`src/rtl/packet_tx_framer_pkg.sv`:
```
// Shared definitions for the packet framer and detector: sample format,
// default framing parameters and the framer state encoding.
package packet_tx_framer_pkg;

    localparam int unsigned SAMPLE_W      = 16;
    localparam int unsigned FRAC          = 12;
    localparam int unsigned DEF_PERIOD    = 16;
    localparam int unsigned DEF_REPS      = 10;
    localparam int unsigned DEF_GUARD_LEN = 32;

    // 0.5 in Q4.12: preamble magnitude bound so detector squares cannot overflow
    localparam logic [SAMPLE_W-1:0] Q_HALF = SAMPLE_W'(1) << (FRAC - 1);

    typedef enum logic [1:0] {
        ST_IDLE,
        ST_PREAMBLE,
        ST_PAYLOAD,
        ST_GUARD
    } state_t;

endpackage

```
`src/rtl/packet_preamble_rom.sv`:
```
// Combinational preamble symbol table: idx -> {re, im}, Q4.12, |x| <= 0.5.
// Beyond 16 entries the base table repeats with the imaginary part sign-flipped.
module packet_preamble_rom
    import packet_tx_framer_pkg::*;
#(
    parameter  int unsigned PERIOD = DEF_PERIOD,
    localparam int unsigned IDX_W  = $clog2(PERIOD)
) (
    input  logic [IDX_W-1:0]    i_idx,
    output logic [SAMPLE_W-1:0] o_re,
    output logic [SAMPLE_W-1:0] o_im
);

    logic [3:0]          w_sel;
    logic                w_flip;
    logic [SAMPLE_W-1:0] w_im;

    assign w_sel = 4'(i_idx);

    generate
        if (IDX_W > 4) begin : g_wide
            assign w_flip = ^i_idx[IDX_W-1:4];
        end else begin : g_narrow
            assign w_flip = 1'b0;
        end
    endgenerate

    always_comb begin
        o_re = '0;
        w_im = '0;
        case (w_sel)
            4'd0:  begin o_re = Q_HALF;   w_im = 16'h0000; end
            4'd1:  begin o_re = 16'h05A8; w_im = 16'h05A8; end
            4'd2:  begin o_re = 16'h0000; w_im = Q_HALF;   end
            4'd3:  begin o_re = 16'hFA58; w_im = 16'h05A8; end
            4'd4:  begin o_re = -Q_HALF;  w_im = 16'h0000; end
            4'd5:  begin o_re = 16'hFA58; w_im = 16'hFA58; end
            4'd6:  begin o_re = 16'h0000; w_im = -Q_HALF;  end
            4'd7:  begin o_re = 16'h05A8; w_im = 16'hFA58; end
            4'd8:  begin o_re = 16'h0400; w_im = 16'h0400; end
            4'd9:  begin o_re = 16'hFC00; w_im = 16'h0400; end
            4'd10: begin o_re = 16'h0400; w_im = 16'hFC00; end
            4'd11: begin o_re = 16'hFC00; w_im = 16'hFC00; end
            4'd12: begin o_re = 16'h0200; w_im = 16'h0600; end
            4'd13: begin o_re = 16'hFE00; w_im = 16'hFA00; end
            4'd14: begin o_re = 16'h0600; w_im = 16'h0200; end
            default: begin o_re = 16'hFA00; w_im = 16'hFE00; end
        endcase
    end

    assign o_im = w_flip ? -w_im : w_im;

endmodule

```
`src/rtl/packet_tx_framer.sv`:
```
// Transmit framer: periodic preamble, then payload pulled from a valid/ready
// source, then a zero guard tail. Output stream is registered, no backpressure.
module packet_tx_framer
    import packet_tx_framer_pkg::*;
#(
    parameter int unsigned PERIOD    = DEF_PERIOD,
    parameter int unsigned REPS      = DEF_REPS,
    parameter int unsigned GUARD_LEN = DEF_GUARD_LEN
) (
    input  logic                clk,
    input  logic                rst,
    input  logic                start_i,
    input  logic [15:0]         payload_length_i,
    input  logic                pl_valid_i,
    input  logic [SAMPLE_W-1:0] pl_r_i,
    input  logic [SAMPLE_W-1:0] pl_i_i,
    output logic                pl_ready_o,
    output logic [SAMPLE_W-1:0] r_o,
    output logic [SAMPLE_W-1:0] i_o,
    output logic                valid_o,
    output logic                busy_o,
    output logic                done_o,
    output logic                underrun_o
);

    localparam int unsigned      IDX_W    = $clog2(PERIOD);
    localparam int unsigned      GRD_W    = $clog2(GUARD_LEN + 1);
    localparam logic [IDX_W-1:0] IDX_LAST = IDX_W'(PERIOD - 1);
    localparam logic [7:0]       REP_LAST = 8'(REPS - 1);
    localparam logic [GRD_W-1:0] GRD_LAST = GRD_W'(GUARD_LEN - 1);
    localparam logic [GRD_W-1:0] GRD_END  = GRD_W'(GUARD_LEN);

    state_t              r_state;
    state_t              w_next;
    logic [IDX_W-1:0]    r_idx;
    logic [7:0]          r_rep;
    logic [15:0]         r_len;
    logic [15:0]         r_cnt;
    logic [GRD_W-1:0]    r_gcnt;
    logic [SAMPLE_W-1:0] w_rom_re;
    logic [SAMPLE_W-1:0] w_rom_im;
    logic                w_start;
    logic                w_pre_last;
    logic                w_take;
    logic                w_pl_last;
    logic                w_grd_end;

    packet_preamble_rom #(.PERIOD(PERIOD)) u_rom (
        .i_idx (r_idx),
        .o_re  (w_rom_re),
        .o_im  (w_rom_im)
    );

    assign w_start    = (r_state == ST_IDLE) && start_i;
    assign w_pre_last = (r_idx == IDX_LAST) && (r_rep == REP_LAST);
    assign w_take     = pl_valid_i && pl_ready_o;
    assign w_pl_last  = w_take && (r_cnt == r_len - 16'd1);
    assign w_grd_end  = (r_gcnt == GRD_END);

    always_ff @(posedge clk or posedge rst) begin
        if (rst) r_state <= ST_IDLE;
        else     r_state <= w_next;
    end

    always_comb begin
        w_next = r_state;
        case (r_state)
            ST_IDLE:     if (w_start)    w_next = ST_PREAMBLE;
            ST_PREAMBLE: if (w_pre_last) w_next = (r_len != 16'd0) ? ST_PAYLOAD : ST_GUARD;
            ST_PAYLOAD:  if (w_pl_last)  w_next = ST_GUARD;
            ST_GUARD:    if (w_grd_end)  w_next = ST_IDLE;
            default:                     w_next = ST_IDLE;
        endcase
    end

    always_comb begin
        pl_ready_o = (r_state == ST_PAYLOAD);
        busy_o     = (r_state != ST_IDLE);
    end

    // The guard phase spends one extra cycle at GRD_END so a held start_i
    // always sees one idle output cycle between packets.
    always_ff @(posedge clk or posedge rst) begin
        if (rst) begin
            r_idx      <= '0;
            r_rep      <= '0;
            r_len      <= '0;
            r_cnt      <= '0;
            r_gcnt     <= '0;
            r_o        <= '0;
            i_o        <= '0;
            valid_o    <= 1'b0;
            done_o     <= 1'b0;
            underrun_o <= 1'b0;
        end else begin
            r_o     <= '0;
            i_o     <= '0;
            valid_o <= 1'b0;
            done_o  <= 1'b0;
            case (r_state)
                ST_IDLE: if (w_start) begin
                    r_len      <= payload_length_i;
                    underrun_o <= 1'b0;
                    r_cnt      <= '0;
                    r_gcnt     <= '0;
                    r_rep      <= '0;
                    r_idx      <= r_idx + IDX_W'(1);
                    r_o        <= w_rom_re;
                    i_o        <= w_rom_im;
                    valid_o    <= 1'b1;
                end
                ST_PREAMBLE: begin
                    r_idx   <= r_idx + IDX_W'(1);
                    r_o     <= w_rom_re;
                    i_o     <= w_rom_im;
                    valid_o <= 1'b1;
                    if (r_idx == IDX_LAST) r_rep <= w_pre_last ? '0 : r_rep + 8'd1;
                end
                ST_PAYLOAD: begin
                    if (w_take) begin
                        r_cnt   <= r_cnt + 16'd1;
                        r_o     <= pl_r_i;
                        i_o     <= pl_i_i;
                        valid_o <= 1'b1;
                    end else begin
                        underrun_o <= 1'b1;
                    end
                end
                ST_GUARD: begin
                    if (w_grd_end) begin
                        r_gcnt <= '0;
                    end else begin
                        r_gcnt  <= r_gcnt + GRD_W'(1);
                        valid_o <= 1'b1;
                        done_o  <= (r_gcnt == GRD_LAST);
                    end
                end
                default: ;
            endcase
        end
    end

endmodule

```
`config.mk`:
```
export PLATFORM = sky130hd
export DESIGN_NAME = packet_tx_framer
export DESIGN_NICKNAME = d
export VERILOG_FILES = /design/src/rtl/packet_tx_framer_pkg.sv /design/src/rtl/packet_preamble_rom.sv /design/src/rtl/packet_tx_framer.sv
export SDC_FILE = /design/constraint.sdc
export NUM_CORES = 1
export LEC_CHECK = 0
export CAP_MARGIN = 20
export CORE_MARGIN = 5
export CORE_UTILIZATION = 45
export DETAILED_ROUTE_END_ITERATION = 8
export GPL_TIMING_DRIVEN = 1
export PLACE_DENSITY = 0.74
export SLEW_MARGIN = 10
export SYNTH_ARGS = -nofsm -noshare
export SYNTH_HDL_FRONTEND = slang
export SYNTH_SLANG_ARGS = --single-unit
```
`constraint.sdc`:
```
create_clock -name clk -period 3.35 [get_ports clk]
set_input_delay 1.005 -clock clk [delete_from_list [all_inputs] [get_ports clk]]
set_output_delay 1.005 -clock clk [all_outputs]
set_load 0.01 [all_outputs]
```
---- After elaboration in Yosys (flattened, before gate mapping) ----
Memory sizes are Yosys's and may differ from the RTL's.
Cells that the tools add are included.
Widths: inputs -> output; s select.
operators by class
  equality and inequality tests ........... 15
  add/subtract/negate cells ............... 5
  reduce and logical (&&, ||, !) cells .... 17
  muxes and demuxes ....................... 33
operator list
  operator               number
  $mux 16                6
  $pmux 16 s3            2
  $pmux 16 s2            1
  $mux 8                 3
  $add 16x1->16 const B  1
  $eq 16x16->1           1
  $pmux 8 s2             1
  $reduce_bool 16->1     1
  $sub 16x1->16 const B  1
  $mux 6                 2
  $pmux 6 s2             1
  $ne 2x2->1 const B     5
  $reduce_and 3->1       3
  $add 8x1->8 const B    1
  $eq 8x4->1 const B     1
  $mux 1                 8
  $mux 2                 4
  $pmux 2 s4             1
  $pmux 4 s2             1
  $reduce_bool 2->1      4
  $add 6x1->6 const B    1
  $eq 6x5->1 const B     1
  $eq 6x6->1 const B     1
  $reduce_and 2->1       3
  11 further kinds       16
word-level totals
  memory bits (read-only) ................. 416
  bits in registers ....................... 87
  input port bits ......................... 52
  memories ................................ 1
  logic and storage cells ................. 82
memory list
  name             words  bits a word  read ports  clocked after Yosys merged registers in  wr ports  line                       source
  (no name shown)  16     26           1           0                                        0         packet_preamble_rom.sv:31  case (w_sel)

---- Logic depth before layout (Yosys ltp) ----
  depth in word-level cells ............... 5
  mapped depth ............................ 10

---- Hierarchy ----
Synthesis repeated with hierarchy kept, for this count alone.
second synthesis, totals
  cells, all modules ...................... 500
  area total of the unflattened synthesis .. 4775.8 um2
by module, submodules not included
  module               cells each  times used  area an instance (um2)
  packet_tx_framer     440         1           4385.5
  packet_preamble_rom  60          1           390.4

---- Worst setup path after synthesis ----
No wires, ideal clock.
  path type ............................... reg2reg
  start point ............................. reg r_len[10]
  end point ............................... reg r_state[1]
  stages on the path, launching flop included .. 8
  buffers on the path ..................... 0
  required time ........................... 3.223 ns
  clock period less this slack ............ 3.058 ns
  data arrival time ....................... 2.930 ns
  setup slack ............................. 0.292 ns
  library setup time ...................... 0.127 ns
  cell sequence ........................... dfrtp_1 > or4_4 > or4_4 > or4_1 > a2111oi_2 > o2111ai_1 > a21oi_2 > mux2_1
on the way
  longest elaborated chain between the ends .. 5
RTL lines
  element                     line                     source
  start: declaration          packet_tx_framer.sv:37   logic [15:0] r_len;
  start signal: assignment    packet_tx_framer.sv:102  r_len <= payload_length_i;
  $sub 16x1->16               packet_tx_framer.sv:57   assign w_pl_last = w_take && (r_cnt == r_len - 16'd1);
  $eq 16x16->1                packet_tx_framer.sv:57
  $logic_and 1x1->1           packet_tx_framer.sv:57
  $ne 2x1->1 (no line)        -
  $reduce_and 4->1 (no line)  -
  end signal: assignment      packet_tx_framer.sv:62   else r_state <= w_next;
  end: declaration            packet_tx_framer.sv:33   state_t r_state;
No other way between the ends.
A chain may end at the register's enable or synchronous reset.

---- Worst setup path in the final report ----
  start point ............................. reg r_len[7]
  end point ............................... reg r_state[1]
The elaborated chain is that of the path after synthesis.

==> flow_metrics.py <==
metrics = {
    "clock_network": {
        "tritoncts": "built",
        "numClockSinks": 87,
        "clk-insertion-delay-late_ns": 0.37,
        "path_clk_slew_ns": 0.10,
        "numCtsBuffers": 9,
        "holdBufCountCts": 0,
        "cts_buffer_depth": 2,
        "root_buffer": "clkbuf_8",
        "htreeDepth": 3,
    },
    "cells_and_area": {
        "finalNetCount": 639,
        "final_cell_mix": "clkdlybuf4s50_1, dfrtp_1, nand2_1, nor2_1, a21oi_1",
        "final_common_cell": "clkdlybuf4s50_1",
        "layout.cells.non_filler": 711,
        "n_antenna_cell": 0,
        "syn_to_final_growth_pct": 29.5,
        "final_area_um2": 5820,
        "drive_gt1_share_pct": 7.27,
    },
    "drt": {
        "drt-met1-wl_mm": 4.89,
        "met2WireLength_mm": 5.09,
        "first_pass_iters": 4,
        "wl_per_cell_um": 15.3,
        "num_vias": 3737,
        "antenna_left": 0,
        "drt_iter0_markers": 181,
        "wirelength_mm": 10.9,
        "wl_met3_um": 697,
        "highest_layer": "met4",
        "post-route-drc-count": 0,
        "via_per_inst": 5.26,
    },
    "pwr": {
        "powerDensity_nw_per_um2": 780,
        "irDropWorstVdd_uv": 357,
        "p_int_w": 0.00274,
        "power_frac_seq_pct": 36.4,
        "comb_power_share_pct": 45.1,
        "p_sw_share_pct": 39.6,
        "p_sw_w": 0.00180,
        "p_leak_nw": 2.62,
        "clkPwrFrac_pct": 18.5,
    },
    "sta": {
        "period_needed_ns": 3.23,
        "slew_headroom_pct": 66.9,
        "skew_ns": 0.0110,
        "max_freq_mhz": 310,
        "finalSetupTns_ns": 0,
        "period_share_pct": 96.4,
        "hold_viol": 0,
        "fin_ws_ns": 0.122,
        "maxSlewViolCount": 0,
        "whs_ns": 0.498,
        "tightest_slew_ns": 0.490,
        "final-setup-viol-count": 0,
    },
    "setup_path": {
        "slowest_delay_ns": 0.58,
        "cp_cell_sequence": "or4_4 -> or4_4 -> or4_1 -> a2111oi_4 -> o2111ai_2 -> a21oi_2 -> mux2_1",
        "arrival_ns": 3.49,
        "crit_path_max_fanout": 6,
        "critPathSlowestCell": "or4_1",
        "criticalPathCategory": "register to register",
        "path_common_cell": "or4_4",
        "critPathLaunchType": "register",
        "worst_ep_required_time_ns": 3.61,
        "cp-end-kind": "register",
    },
    "synthesis": {
        "synth.area.top_cells": "dfrtp_1, nand2_1, ha_1",
        "synth_seq_cells": 87,
        "ys_seq_area_share_pct": 48.4,
        "synth_cell_types": 58,
        "syn_nets": 548,
        "synth_area_um2": 4490,
        "netlist_instances": 482,
        "avgSynthCellArea_um2": 9.32,
        "synth_edf_count": 0,
        "synth_top_area_cell": "dfrtp_1",
        "ys_warn_count": 0,
        "synth_ff_type": "dfrtp_1",
        "yosysTopAreaCellShare_pct": 48.4,
        "async_flop_share_pct": 100,
    },
    "grt": {
        "grt_max_degree": 88,
        "grt_pass1_vias": 3612,
        "gr-total-overflow": 0,
        "grt_pass1_wl_mm": 17.6,
        "track_usage_pct": 18.8,
        "antenna_found_initial": 0,
    },
    "placed_design": {
        "place_congestion": 0.883,
        "port_buffers": 88,
        "hpwl_mm": 7.98,
        "dpl_cell_area_um2": 5560,
        "pre_cts_ws_ns": 0.136,
        "dp.cells": 694,
    },
    "floorplan": {
        "die_w_um": 110,
        "core_um2": 9770,
        "io_pins": 89,
        "dieArea_um2": 12100,
        "die_y_um": 110,
        "initial_core_util_pct": 46.0,
        "rows": 36,
    },
    "min_path": {
        "min_path_type": "register to register",
    },
    "status": {
        "status": "complete, no violations",
    },
    "flow_run": {
        "maxCapViolations": 0,
    },
}
routing by layer:
layer	up-vias	global-route usage, %
met4	0	7.93
li1	1841	-
met2	104	29.9
met1	1775	24.6
met5	-	0
met3	17	4.17
logic make-up (layout without fill, tap and decap cells):
| logic type | count (synthesis) | in the layout | share of synthesized area (%) |
|---|---|---|---|
| adders and majority gates | 14 | 14 | 3.90 |
| buffers and inverters | 40 | 136 | 3.34 |
| and+or+nand+nor | 202 | 202 | 22.1 |
| AOI/OAI and AO/OA | 100 | 100 | 14.4 |
| xor gates and xnor gates | 33 | 33 | 6.43 |
| DFF | 87 | 87 | 48.4 |
| muxes | 6 | 6 | 1.39 |
worst max-delay path: cells and delay by family, from the launching register on:
| family | cells | cell delay [ns] |
|---|---|---|
| flops | 1 | 0.45 |
| mux | 1 | 0.32 |
| compound gates | 3 | 0.76 |
| simple gates | 3 | 1.58 |
power groups by stage:
stage                     registers [W]  clock network, W  logic (W)
final                           0.00165          0.000839    0.00205
after global routing            0.00170          0.000908    0.00227
after CTS                       0.00165          0.000857    0.00203
after detailed placement        0.00167                 0    0.00202
after global placement          0.00165                 0    0.00197
after floorplan                 0.00162                 0    0.00131
flip-flops by register name, indices dropped and copies added, names as in the netlist:
signal,cells
r_rep,8
r_len,16
done_o,1
r_cnt,16
r_state,2
r_idx,4
underrun_o,1
valid_o,1
i_o,16
r_o,16
r_gcnt,6
metrics by stage:
stage               power (W)  utilization (%)
floorplan             0.00293                -
global placement      0.00362             56.9
detailed placement    0.00369             56.9
CTS                   0.00454             59.2
global route          0.00487             59.5
finish                0.00454             59.5
synthesized netlist by cell type, drive strengths merged, types with 3 or more instances:
| cell | n |
|---|---|
| xnor2 | 19 |
| nand3 | 17 |
| xor2 | 14 |
| nor3 | 13 |
| nor2 | 34 |
| and2 | 8 |
| a21oi | 24 |
| clkbuf | 19 |
| or4b | 3 |
| mux2i | 4 |
| nand4 | 4 |
| o21ai | 32 |
| dfrtp | 87 |
| nor4b | 4 |
| ha | 14 |
| or4 | 4 |
| or2 | 4 |
| nand2b | 3 |
| a21o | 13 |
| and3 | 6 |
| nor2b | 6 |
| or3 | 9 |
| inv | 20 |
| a22o | 3 |
| nand2 | 78 |
| o31ai | 6 |
| a221oi | 3 |
worst paths after layout:
check	slack, ns	endpoint	cells past startpoint	from
worst max register to register	0.12	r_state[1]$_DFFE_PP0P_	7	r_len[7]$_DFFE_PP0P_
worst max-delay path	0.12	r_state[1]$_DFFE_PP0P_	7	r_len[7]$_DFFE_PP0P_
max in group asynchronous	1.95	r_gcnt[2]$_DFFE_PP0P_	3	rst
worst min register to register	0.50	r_gcnt[5]$_DFFE_PP0P_	1	r_gcnt[5]$_DFFE_PP0P_
worst min-delay path	0.50	r_gcnt[5]$_DFFE_PP0P_	1	r_gcnt[5]$_DFFE_PP0P_
min in group asynchronous	1.03	r_len[11]$_DFFE_PP0P_	3	rst
what timing repair did:
action / CTS / global route
hold endpoints to repair: 0 / 0
gates resized for setup: 0 / 3
setup buffers: 0 / 1
endpoints found under the setup margin: 0 / 1
layout make-up:
| cell class | instances | area [um^2] |
|---|---|---|
| inverters | 20 | 76.3 |
| clock inverters | 7 | 103 |
| well taps | 133 | 166 |
| repair buffers | 100 | 983 |
| clock buffers | 9 | 124 |
| flip-flops and latches | 87 | 2180 |
| fillers | 847 | 3950 |
| multi-input cells | 355 | 2190 |
Power figures use the tool's default switching activity.
